--- config.mk ---
export PLATFORM = sky130hd
export DESIGN_NAME = branch_unit
export DESIGN_NICKNAME = d
export VERILOG_FILES = /design/src/rtl/branch_unit_pkg.sv /design/src/rtl/bimodal_pred.sv /design/src/rtl/branch_unit.sv
export SDC_FILE = /design/constraint.sdc
export NUM_CORES = 1
export LEC_CHECK = 0
export BUFFER_PORTS_ARGS = -buffer_cell sky130_fd_sc_hd__buf_2
export CAP_MARGIN = 15
export CORE_ASPECT_RATIO = 0.6
export CORE_MARGIN = 2
export CORE_UTILIZATION = 41
export CTS_CLUSTER_DIAMETER = 30
export CTS_CLUSTER_SIZE = 16
export DETAILED_ROUTE_END_ITERATION = 6
export PLACE_DENSITY = 0.66
export SLEW_MARGIN = 10
export SYNTH_ARGS = -nofsm -noshare
export SYNTH_HDL_FRONTEND = slang
export SYNTH_SLANG_ARGS = --single-unit
--- constraint.sdc ---
create_clock -name clk -period 8.4 [get_ports clk]
set_input_delay 1.68 -clock clk [delete_from_list [all_inputs] [get_ports clk]]
set_output_delay 1.68 -clock clk [all_outputs]
set_load 0.05 [all_outputs]
--- src/rtl/branch_unit_pkg.sv ---
// Shared definitions for the branch resolution unit.
//   comp_ctrl_e : branch compare selector (RV32I funct3 encoding)
//   pcsrc_e     : next-PC source selector driven to fetch
//   SNT..ST     : 2-bit bimodal counter states
package branch_unit_pkg;

  typedef enum logic [2:0] {
    COMP_EQ  = 3'b000,
    COMP_NE  = 3'b001,
    COMP_LT  = 3'b100,
    COMP_GE  = 3'b101,
    COMP_LTU = 3'b110,
    COMP_GEU = 3'b111
  } comp_ctrl_e;

  typedef enum logic [1:0] {
    PCSRC_SEQ  = 2'b00,
    PCSRC_REL  = 2'b01,
    PCSRC_JALR = 2'b10
  } pcsrc_e;

  localparam logic [1:0] SNT = 2'b00;
  localparam logic [1:0] WNT = 2'b01;
  localparam logic [1:0] WT  = 2'b10;
  localparam logic [1:0] ST  = 2'b11;

endpackage

--- src/rtl/bimodal_pred.sv ---
// Bimodal direction predictor: DEPTH saturating 2-bit counters.
//   clk, reset : clock, async active-high reset (all entries -> WNT)
//   rd_pc      : fetch PC; rd_taken is the MSB of its entry (combinational,
//                no bypass from a same-cycle write)
//   wr_en, wr_idx, wr_taken : train one entry toward taken / not-taken
module bimodal_pred
  import branch_unit_pkg::*;
#(
  parameter int DEPTH = 64,
  parameter int N     = 32
) (
  input  logic                     clk,
  input  logic                     reset,
  input  logic [N-1:0]             rd_pc,
  output logic                     rd_taken,
  input  logic                     wr_en,
  input  logic [$clog2(DEPTH)-1:0] wr_idx,
  input  logic                     wr_taken
);

  localparam int IW = $clog2(DEPTH);

  logic [1:0] tbl [DEPTH];
  logic       unused_pc_bits;

  // Only the word-index bits of the fetch PC select an entry.
  assign unused_pc_bits = ^{rd_pc[N-1:IW+2], rd_pc[1:0]};
  assign rd_taken = tbl[rd_pc[IW+1:2]][1];

  always_ff @(posedge clk or posedge reset) begin
    if (reset) begin
      for (int i = 0; i < DEPTH; i++) tbl[i] <= WNT;
    end else if (wr_en) begin
      if (wr_taken) begin
        if (tbl[wr_idx] != ST) tbl[wr_idx] <= tbl[wr_idx] + 2'b01;
      end else begin
        if (tbl[wr_idx] != SNT) tbl[wr_idx] <= tbl[wr_idx] - 2'b01;
      end
    end
  end

endmodule

--- src/rtl/branch_unit.sv ---
// Registered branch resolution unit for the RV32I execute stage.
// Resolves Branch/JAL/JALR, computes target and link, flags mispredicts,
// trains the bimodal predictor and keeps saturating perf counters.
//   inputs : valid_i/stall_i/flush_i handshake, pc_i, a_i, b_i, imm_i,
//            comp_ctrl_i, Branch_i/Jump_i/Jalr_i, pred_taken_i, fetch_pc_i
//   outputs: fetch_pred_taken_o (combinational), registered res_valid_o,
//            PCSrc_o, taken_o, mispredict_o, redirect_pc_o, link_o,
//            br_cnt_o, mp_cnt_o
module branch_unit
  import branch_unit_pkg::*;
#(
  parameter int N     = 32,
  parameter int DEPTH = 64,
  parameter int CNT_W = 16
) (
  input  logic             clk,
  input  logic             reset,
  input  logic             valid_i,
  input  logic             stall_i,
  input  logic             flush_i,
  input  logic [N-1:0]     pc_i,
  input  logic [N-1:0]     a_i,
  input  logic [N-1:0]     b_i,
  input  logic [N-1:0]     imm_i,
  input  logic [2:0]       comp_ctrl_i,
  input  logic             Branch_i,
  input  logic             Jump_i,
  input  logic             Jalr_i,
  input  logic             pred_taken_i,
  input  logic [N-1:0]     fetch_pc_i,
  output logic             fetch_pred_taken_o,
  output logic             res_valid_o,
  output logic [1:0]       PCSrc_o,
  output logic             taken_o,
  output logic             mispredict_o,
  output logic [N-1:0]     redirect_pc_o,
  output logic [N-1:0]     link_o,
  output logic [CNT_W-1:0] br_cnt_o,
  output logic [CNT_W-1:0] mp_cnt_o
);

  localparam int IW = $clog2(DEPTH);

  logic         acc, is_jump, is_jalr, is_br, cond, taken_c, mp_c;
  logic [N-1:0] rel_tgt, jalr_sum, link_c, target_c;
  pcsrc_e       pcsrc_c;

  assign acc      = valid_i & ~stall_i & ~flush_i;
  // Jump > Jalr > Branch when decode asserts more than one.
  assign is_jump  = Jump_i;
  assign is_jalr  = Jalr_i & ~Jump_i;
  assign is_br    = Branch_i & ~Jump_i & ~Jalr_i;
  assign rel_tgt  = pc_i + imm_i;
  assign jalr_sum = a_i + imm_i;
  assign link_c   = pc_i + N'(4);

  always_comb begin
    cond = 1'b0;
    case (comp_ctrl_e'(comp_ctrl_i))
      COMP_EQ:  cond = (a_i == b_i);
      COMP_NE:  cond = (a_i != b_i);
      COMP_LT:  cond = ($signed(a_i) <  $signed(b_i));
      COMP_GE:  cond = ($signed(a_i) >= $signed(b_i));
      COMP_LTU: cond = (a_i <  b_i);
      COMP_GEU: cond = (a_i >= b_i);
      default:  cond = 1'b0;
    endcase
  end

  always_comb begin
    taken_c  = 1'b0;
    target_c = rel_tgt;
    pcsrc_c  = PCSRC_SEQ;
    mp_c     = 1'b0;
    if (is_jump) begin
      taken_c = 1'b1;
      pcsrc_c = PCSRC_REL;
      mp_c    = 1'b1;
    end else if (is_jalr) begin
      taken_c  = 1'b1;
      target_c = {jalr_sum[N-1:1], 1'b0};
      pcsrc_c  = PCSRC_JALR;
      mp_c     = 1'b1;
    end else if (is_br) begin
      taken_c = cond;
      pcsrc_c = cond ? PCSRC_REL : PCSRC_SEQ;
      mp_c    = (cond != pred_taken_i);
    end
  end

  bimodal_pred #(.DEPTH(DEPTH), .N(N)) u_pred (
    .clk      (clk),
    .reset    (reset),
    .rd_pc    (fetch_pc_i),
    .rd_taken (fetch_pred_taken_o),
    .wr_en    (acc & is_br),
    .wr_idx   (pc_i[IW+1:2]),
    .wr_taken (cond)
  );

  always_ff @(posedge clk or posedge reset) begin
    if (reset) begin
      res_valid_o   <= 1'b0;
      PCSrc_o       <= PCSRC_SEQ;
      taken_o       <= 1'b0;
      mispredict_o  <= 1'b0;
      redirect_pc_o <= '0;
      link_o        <= '0;
      br_cnt_o      <= '0;
      mp_cnt_o      <= '0;
    end else if (flush_i || (!stall_i && !valid_i)) begin
      res_valid_o  <= 1'b0;
      mispredict_o <= 1'b0;
      PCSrc_o      <= PCSRC_SEQ;
    end else if (acc) begin
      res_valid_o   <= 1'b1;
      PCSrc_o       <= pcsrc_c;
      taken_o       <= taken_c;
      mispredict_o  <= mp_c;
      redirect_pc_o <= taken_c ? target_c : link_c;
      link_o        <= link_c;
      if (is_br && br_cnt_o != '1) br_cnt_o <= br_cnt_o + 1'b1;
      if (mp_c && mp_cnt_o != '1) mp_cnt_o <= mp_cnt_o + 1'b1;
    end
  end

endmodule

==> results of run 1 <==
area by class of cell:
| class | instances | area share |
|---|---|---|
| Clock inverter | 32 | 0.0268 |
| Tap cell | 513 | 0.0336 |
| Clock buffer | 50 | 0.0599 |
| Multi-Input combinational cell | 1276 | 0.491 |
| Inverter | 59 | 0.0120 |
| Timing Repair Buffer | 266 | 0.0722 |
| Antenna cell | 5 | 0.000655 |
| Sequential cell | 229 | 0.304 |
per-layer routing:
metal | part of all wire | global-route usage | up-vias
met2 | 0.40 | 0.355 | 567
li1 | - | - | 6538
met3 | 0.098 | 0.0809 | 86
met4 | 0.031 | 0.0903 | 4
met1 | 0.47 | 0.366 | 6821
met5 | 0.00052 | 0 | -
critical path, delay by kind of cell:
family / cells / cell delay, ns
adders and majority gates: 1 / 0.21
buffers and inverters: 2 / 0.69
muxes: 3 / 1.35
and+or+nand+nor: 4 / 1.75
AOI/OAI and AO/OA: 4 / 0.63
cells in the mapped netlist, types with 51 or more instances:
library cell | n | share of area
o21ai_0 | 103 | 0.033
clkbuf_1 | 78 | 0.019
ha_1 | 98 | 0.078
inv_1 | 59 | 0.014
mux2_2 | 83 | 0.060
nand2_1 | 175 | 0.042
mux2_1 | 53 | 0.038
a21oi_1 | 97 | 0.031
nor2_1 | 105 | 0.025
dfrtp_1 | 165 | 0.26
xor2_1 | 51 | 0.028
a22oi_1 | 54 | 0.026
xnor2_1 | 54 | 0.030
dfstp_2 | 64 | 0.11
power by group through the flow:
stage	logic (W)	clock network (W)	registers [W]
after floorplan	0.000439	0	0.00154
after global placement	0.00101	0	0.00127
after detailed placement	0.00102	0	0.00128
after CTS	0.00103	0.00198	0.00126
after global routing	0.00111	0.00203	0.00127
final	0.00103	0.00195	0.00126
kinds of logic after synthesis:
family	share of synthesized area
flops	0.370
xor+xnor	0.0586
simple gates	0.156
mux	0.133
compound gates	0.165
buf+inv	0.0368
fa+ha+maj	0.0807
worst max path at each step:
| stage | startpoint | end | slack, ns | cells past startpoint |
|---|---|---|---|---|
| 2_1_floorplan | reset | PCSrc_o[0]$_DFFE_PP0P_ | 0.55 | 1 |
| 3_3_place_gp | pc_i[4] | u_pred.tbl[85]$_DFFE_PP0P_ | 2.27 | 14 |
| 3_5_place_dp | pc_i[4] | u_pred.tbl[85]$_DFFE_PP0P_ | 2.21 | 14 |
| 4_1_cts | fetch_pc_i[2] | fetch_pred_taken_o | 2.68 | 5 |
| 5_1_grt | a_i[10] | u_pred.tbl[85]$_DFFE_PP0P_ | 2.28 | 12 |
| 6_report | pc_i[4] | u_pred.tbl[107]$_DFFE_PP0P_ | 2.54 | 14 |
per-stage QoR:
step	instance area, sq um	cells	hold WS (ns)	utilization
6_report	19100	2430	0.471	0.507
5_1_grt	19100	2427	0.499	0.506
4_1_cts	19100	2425	0.476	0.506
3_5_place_dp	17400	2343	0.466	0.462
3_3_place_gp	17400	2343	0.458	0.462
2_1_floorplan	15700	1654	0.482	-
==> results.sh, run 1 <==
export IMPL_skew_ns=0.0337
export IMPL_path_clk_slew_ns=0.06
export IMPL_via_per_inst=5.77
export IMPL_crit_arrival_ns=6.32
export IMPL_p_switching_w=0.00147
export IMPL_grt_pass1_wl_um=78600
export IMPL_relSlewSlack=0.254
export IMPL_post_cts_resized=0
export IMPL_cts_setup_buffers=0
export IMPL_place_hpwl_um=38700
export IMPL_hold_depth=2
export IMPL_hp_class="flip-flop to flip-flop"
export IMPL_clk_latency_ns=0.58
export IMPL_synth_cell_types=76
export IMPL_drt_first_pass_iters=5
export IMPL_fin_setup_tns_ns=0
export IMPL_worst_setup_path_start_kind="input port"
export IMPL_die_y_um=156
export IMPL_path_class="input port to flip-flop"
export IMPL_drc=0
export IMPL_clk_path_buf_depth=3
export IMPL_via_count=14016
export IMPL_final_common_cell="buf_2"
export IMPL_design_die_area_sq_um=39900
export IMPL_combPwrFrac=0.243
export IMPL_dp_slack_ns=2.21
export IMPL_layout_nets=2148
export IMPL_io_buffers=247
export IMPL_holdPathEnd="link_o[9]$_DFFE_PP0P_"
export IMPL_required_ns=8.86
export IMPL_seq_area_sq_um=5810
export IMPL_syn_nets=1926
export IMPL_synth_edff_count=0
export IMPL_min_from="link_o[9]$_DFFE_PP0P_"
export IMPL_cp_slowest_cell="mux2i_1"
export IMPL_cts_sinks=229
export IMPL_rows=55
export IMPL_grt_pass1_vias=13539
export IMPL_power_density_nw_per_um2=222
export IMPL_ys_flop_type="dfrtp_1"
export IMPL_mostFrequentLayoutCells="buf_2, nand2_1, dfrtp_1"
export IMPL_drt_total_wl_um=51500
export IMPL_track_usage=0.254
export IMPL_globalplace_congestion=0.967
export IMPL_antenna_found_initial=7
export IMPL_syn_cell_area_sq_um=15700
export IMPL_p_leak_nw=8.91
export IMPL_cp_end_kind="flip-flop"
export IMPL_tritoncts="done"
export IMPL_rsz0062_at_grt="no"
export IMPL_cts_buffers_inserted=44
export IMPL_start_util=0.416
export IMPL_fmax_mhz=171
export IMPL_ant_nets=0
export IMPL_fill_cells=3563
export IMPL_finalHoldViolCount=0
export IMPL_cts_htree_levels=2
export IMPL_cpPeakStageDelay_ns=0.84
export IMPL_drt_iter0_drc=1297
export IMPL_ctsHoldBuffers=0
export IMPL_multiInputGateArea_sq_um=9380
export IMPL_peakVddDrop_mv=0.321
export IMPL_post_drt_wl_per_cell_um=21.2
export IMPL_synth_warnings=0
export IMPL_setup_slack_ns=2.54
export IMPL_coreArea_sq_um=37700
export IMPL_drv_cap=0
export IMPL_ys_ff_latch=229
export IMPL_areaGrowthSynthToFinish_pct=21.7
export IMPL_yosysSeqAreaShare=0.370
export IMPL_worstRegToRegCells=12
export IMPL_layout_min_cycle_time_ns=5.86
export IMPL_avgSynthCellArea_sq_um=9.49
export IMPL_cp_cell_sequence="buf_2 > and3_1 > buf_4 > a22o_1 > a221oi_1 > nand4_1 > o21ai_0 > o21ai_0 > mux2i_1 > ha_1 > mux2i_1 > nand4_1 > nor2_1 > mux2_2"
export IMPL_power_w=0.00424
export IMPL_p_sw_frac=0.346
export IMPL_timing_rr_end="u_pred.tbl[107]$_DFFE_PP0P_"
export IMPL_async_flop_share=1.00
export IMPL_overflow=0
export IMPL_drive_gt1_frac=0.283
export IMPL_setup_viol=0
export IMPL_fin_crit_sh=0.697
export IMPL_io_pins=274
export IMPL_worst_path_max_fanout=20
export IMPL_reg2reg_setup_slack_ns=4.33
export IMPL_grt_max_degree=117
export IMPL_sequentialPowerShare=0.297
export IMPL_final_max_slew_viol_count=0
export IMPL_p_int_w=0.00277
export IMPL_syn_inst=1654
export IMPL_tightest_slew_ns=1.09
export IMPL_pwr_share_clk=0.460
export IMPL_cts_root_buf="clkbuf_16"
export IMPL_status="completed"
export IMPL_die_w_um=257
Power figures use the tool's default switching activity.
==> run 2: changes to the inputs <==
--- a/config.mk
+++ b/config.mk
@@ -13,7 +13,7 @@
 export CTS_CLUSTER_DIAMETER = 30
 export CTS_CLUSTER_SIZE = 16
 export DETAILED_ROUTE_END_ITERATION = 6
-export PLACE_DENSITY = 0.66
+export PLACE_DENSITY = 0.69
 export SLEW_MARGIN = 10
 export SYNTH_ARGS = -nofsm -noshare
 export SYNTH_HDL_FRONTEND = slang
==> constraint.sdc (replaced) <==
create_clock -name clk -period 4.7 [get_ports clk]
set_input_delay 0.94 -clock clk [delete_from_list [all_inputs] [get_ports clk]]
set_output_delay 0.94 -clock clk [all_outputs]
set_load 0.05 [all_outputs]
==> results.sh, run 2 (synthesis gave the netlist of run 1 again) <==
export IMPL_ant_nets=0
export IMPL_clk_latency_ns=0.54
export IMPL_clk_path_buf_depth=3
export IMPL_start_util=0.416
export IMPL_grt_max_degree=153
export IMPL_rsz0062_at_grt="no"
export IMPL_io_pins=274
export IMPL_fill_cells=3493
export IMPL_drc=0
export IMPL_post_cts_resized=0
export IMPL_cp_end_kind="flip-flop"
export IMPL_skew_ns=0.0187
export IMPL_ctsHoldBuffers=0
export IMPL_p_leak_nw=9.11
export IMPL_antenna_found_initial=8
export IMPL_stdcell_area_sq_um=19500
export IMPL_post_drt_wl_per_cell_um=21.0
export IMPL_worst_path_max_fanout=11
export IMPL_cts_buffers_inserted=43
export IMPL_layout_min_cycle_time_ns=4.10
export IMPL_place_hpwl_um=40100
export IMPL_tightest_slew_ns=1.01
export IMPL_coreArea_sq_um=37700
export IMPL_overflow=0
export IMPL_required_ns=5.11
export IMPL_die_y_um=156
export IMPL_areaGrowthSynthToFinish_pct=24.0
export IMPL_final_core_util=0.516
export IMPL_grt_pass1_vias=13921
export IMPL_mostFrequentLayoutCells="buf_2, nand2_1, dfrtp_1"
export IMPL_cts_root_buf="clkbuf_16"
export IMPL_crit_arrival_ns=4.51
export IMPL_worstRegToRegCells=14
export IMPL_worst_setup_path_start_kind="input port"
export IMPL_fin_crit_sh=0.872
export IMPL_peakVddDrop_mv=0.339
export IMPL_grt_pass1_wl_um=80500
export IMPL_power_density_nw_per_um2=376
export IMPL_drt_total_wl_um=51900
export IMPL_drv_cap=0
export IMPL_drive_gt1_frac=0.298
export IMPL_cts_setup_buffers=0
export IMPL_hold_depth=2
export IMPL_final_max_slew_viol_count=0
export IMPL_hp_class="flip-flop to flip-flop"
export IMPL_path_clk_slew_ns=0.05
export IMPL_relSlewSlack=0.325
export IMPL_rows=55
export IMPL_cts_htree_levels=2
export IMPL_die_w_um=257
export IMPL_cts_sinks=229
export IMPL_tritoncts="done"
export IMPL_status="completed"
export IMPL_design_die_area_sq_um=39900
export IMPL_setup_viol=0
export IMPL_layout_nets=2194
export IMPL_track_usage=0.257
export IMPL_drt_iter0_drc=1470
export IMPL_power_w=0.00732
export IMPL_finalHoldViolCount=0
export IMPL_fmax_mhz=244
export IMPL_fin_setup_tns_ns=0
export IMPL_final_common_cell="buf_2"
export IMPL_globalplace_congestion=0.983
export IMPL_via_per_inst=5.77
export IMPL_via_count=14272
export IMPL_drt_first_pass_iters=5
export IMPL_dpl_instance_area_sq_um=17900
export IMPL_path_class="input port to flip-flop"
export IMPL_io_buffers=247
-- run 2: metrics by stage --
stage	worst slack [ns]	instances	hold slack, ns
after floorplan	0.249	1654	0.482
after global placement	0.222	2390	0.460
after detailed placement	0.179	2390	0.465
after CTS	0.624	2469	0.478
after global routing	0.361	2472	0.494
final	0.603	2475	0.472
-- run 2: area by class of cell --
cell class / count / area (sq um) / share of cell area
Multi-Input combinational cell: 1276 / 9350 / 0.481
Sequential cell: 229 / 5810 / 0.299
Timing Repair Buffer: 313 / 1920 / 0.0987
Clock buffer: 49 / 1130 / 0.0580
Tap cell: 513 / 642 / 0.0330
Clock inverter: 30 / 363 / 0.0187
Inverter: 59 / 225 / 0.0116
Antenna cell: 6 / 15.0 / 0.000772
-- run 2: path summary, 6_finish.rpt --
check,startpoint,end,slack [ns]
max in group asynchronous,reset,redirect_pc_o[20]$_DFFE_PP0P_,3.24
worst min-delay path,link_o[4]$_DFFE_PP0P_,link_o[4]$_DFFE_PP0P_,0.47
worst min register to register,link_o[4]$_DFFE_PP0P_,link_o[4]$_DFFE_PP0P_,0.47
min in group asynchronous,reset,u_pred.tbl[75]$_DFFE_PP0P_,0.56
worst max register to register,flip-flop,u_pred.tbl[27]$_DFFE_PP0P_,1.29
worst max-delay path,pc_i[2],u_pred.tbl[27]$_DFFE_PP0P_,0.60
-- run 2: critical path: stages --
cell and delay [ns]:
buf_2 0.17, buf_12 0.14, nor2_1 0.05, and2_1 0.21, buf_12 0.18, buf_4 0.17, a22oi_1 0.16, nand4_1 0.14
o211ai_1 0.31, o21ai_0 0.14, mux2i_1 0.22, inv_1 0.07, ha_1 0.17, mux2i_1 0.21, buf_4 0.23, nand4_2 0.25
nor2_1 0.36, mux2_2 0.37
-- run 2: per-layer routing --
metal  wire (um)  share of wire  global-route usage
met1       24900           0.48               0.389
met2       20600           0.40               0.355
met3        4770          0.092              0.0585
met4        1710          0.033              0.0933
met5          25        0.00048                   0
-- run 2: report_power, final --
group          switching [W]  internal, W
logic                0.00132     0.000580
clock network        0.00113      0.00203
registers           0.000122      0.00213
==> run 3: changes to the inputs <==
--- a/config.mk
+++ b/config.mk
@@ -11,7 +11,7 @@
 export CORE_MARGIN = 2
 export CORE_UTILIZATION = 41
 export CTS_CLUSTER_DIAMETER = 30
-export CTS_CLUSTER_SIZE = 16
+export CTS_CLUSTER_SIZE = 12
 export DETAILED_ROUTE_END_ITERATION = 6
 export PLACE_DENSITY = 0.69
 export SLEW_MARGIN = 10
==> constraint.sdc (replaced) <==
create_clock -name clk -period 4.7 [get_ports clk]
set_input_delay 0.94 -clock clk [delete_from_list [all_inputs] [get_ports clk]]
set_output_delay 0.94 -clock clk [all_outputs]
set_load 0.1 [all_outputs]
==> results.sh, run 3 (synthesis gave the netlist of run 1 again) <==
export IMPL_final_common_cell="buf_2"
export IMPL_crit_arrival_ns=3.30
export IMPL_power_density_nw_per_um2=404
export IMPL_min_from="redirect_pc_o[2]$_DFFE_PP0P_"
export IMPL_rows=55
export IMPL_ctsHoldBuffers=0
export IMPL_cts_buffers_inserted=42
export IMPL_io_pins=274
export IMPL_ant_nets=0
export IMPL_globalplace_congestion=0.988
export IMPL_drt_total_wl_um=53000
export IMPL_clk_latency_ns=0.55
export IMPL_start_util=0.416
export IMPL_grt_pass1_wl_um=81900
export IMPL_reg2reg_setup_slack_ns=1.24
export IMPL_grt_max_degree=125
export IMPL_cp_end_kind="primary output"
export IMPL_fin_crit_sh=0.903
export IMPL_dpl_instance_area_sq_um=18100
export IMPL_design_die_area_sq_um=39900
export IMPL_setup_viol=0
export IMPL_status="completed"
export IMPL_areaGrowthSynthToFinish_pct=24.8
export IMPL_path_clk_slew_ns=0.05
export IMPL_coreArea_sq_um=37700
export IMPL_via_count=14557
export IMPL_worstRegToRegCells=14
export IMPL_fmax_mhz=236
export IMPL_io_buffers=247
export IMPL_track_usage=0.263
export IMPL_die_w_um=257
export IMPL_fin_setup_tns_ns=0
export IMPL_drive_gt1_frac=0.304
export IMPL_holdPathEnd="redirect_pc_o[2]$_DFFE_PP0P_"
export IMPL_final_max_slew_viol_count=0
export IMPL_cts_htree_levels=2
export IMPL_skew_ns=0.0245
export IMPL_timing_rr_end="u_pred.tbl[35]$_DFFE_PP0P_"
export IMPL_relSlewSlack=0.186
export IMPL_cts_root_buf="clkbuf_16"
export IMPL_p_leak_nw=9.20
export IMPL_path_class="input port to primary output"
export IMPL_drt_first_pass_iters=6
export IMPL_peakVddDrop_mv=0.516
export IMPL_worst_path_max_fanout=10
export IMPL_post_drt_wl_per_cell_um=21.3
export IMPL_antenna_found_initial=7
export IMPL_clk_path_buf_depth=3
export IMPL_grt_pass1_vias=14062
export IMPL_mostFrequentLayoutCells="buf_2, nand2_1, dfrtp_1"
export IMPL_layout_min_cycle_time_ns=4.24
export IMPL_via_per_inst=5.85
export IMPL_die_y_um=156
export IMPL_rsz0062_at_grt="no"
export IMPL_final_core_util=0.519
export IMPL_cts_setup_buffers=0
export IMPL_stdcell_area_sq_um=19600
export IMPL_tightest_slew_ns=1.22
export IMPL_hold_depth=2
export IMPL_layout_nets=2210
export IMPL_cts_sinks=229
export IMPL_overflow=0
export IMPL_post_cts_resized=0
export IMPL_required_ns=3.76
export IMPL_finalHoldViolCount=0
export IMPL_drv_cap=0
export IMPL_hp_class="flip-flop to flip-flop"
export IMPL_drt_iter0_drc=1766
export IMPL_tritoncts="done"
export IMPL_place_hpwl_um=41000
export IMPL_worst_setup_path_start_kind="input port"
export IMPL_drc=0
-- run 3: through the flow --
stage | hold slack [ns] | total power (W) | instances | setup slack, ns
after floorplan | 0.482 | 0.00407 | 1654 | 0.133
after global placement | 0.459 | 0.00468 | 2407 | 0.180
after detailed placement | 0.464 | 0.00472 | 2407 | 0.140
after CTS | 0.476 | 0.00795 | 2484 | 0.438
after global routing | 0.495 | 0.00823 | 2487 | 0.339
final | 0.469 | 0.00792 | 2489 | 0.458
-- run 3: area by class of cell --
type / instances / area [sq um]
sequential: 229 / 5810
clock buffer: 49 / 1140
fill: 3457 / 18100
antenna: 5 / 12.5
tap: 513 / 642
timing repair buffer: 330 / 2030
inverter: 59 / 225
clock inverter: 28 / 367
multi-input combinational: 1276 / 9350
-- run 3: report_power, final --
group,internal (W),total [W],switching [W]
logic,0.000590,0.00246,0.00187
clock network,0.00209,0.00320,0.00111
registers,0.00213,0.00226,0.000125
total,0.00481,0.00792,0.00311
-- run 3: how the worst max path moves through the flow --
stage,from,endpoint,slack (ns),cells past startpoint
floorplan,fetch_pc_i[2],fetch_pred_taken_o,0.13,5
global placement,pc_i[3],u_pred.tbl[25]$_DFFE_PP0P_,0.18,16
detailed placement,pc_i[3],u_pred.tbl[35]$_DFFE_PP0P_,0.14,16
CTS,fetch_pc_i[2],fetch_pred_taken_o,0.44,6
global route,pc_i[3],u_pred.tbl[25]$_DFFE_PP0P_,0.34,16
finish,fetch_pc_i[2],fetch_pred_taken_o,0.46,6
-- run 3: routing by layer --
metal  GRT usage  part of all wire
met1       0.399              0.46
met2       0.364              0.40
met3      0.0569              0.10
met4      0.0947             0.036
met5           0           0.00047
-- run 3: critical path, cell delays in order --
cell and delay (ns):
buf_2 0.30, buf_4 0.26, mux4_2 0.53, mux4_2 0.48, mux4_2 0.47, buf_2 0.31
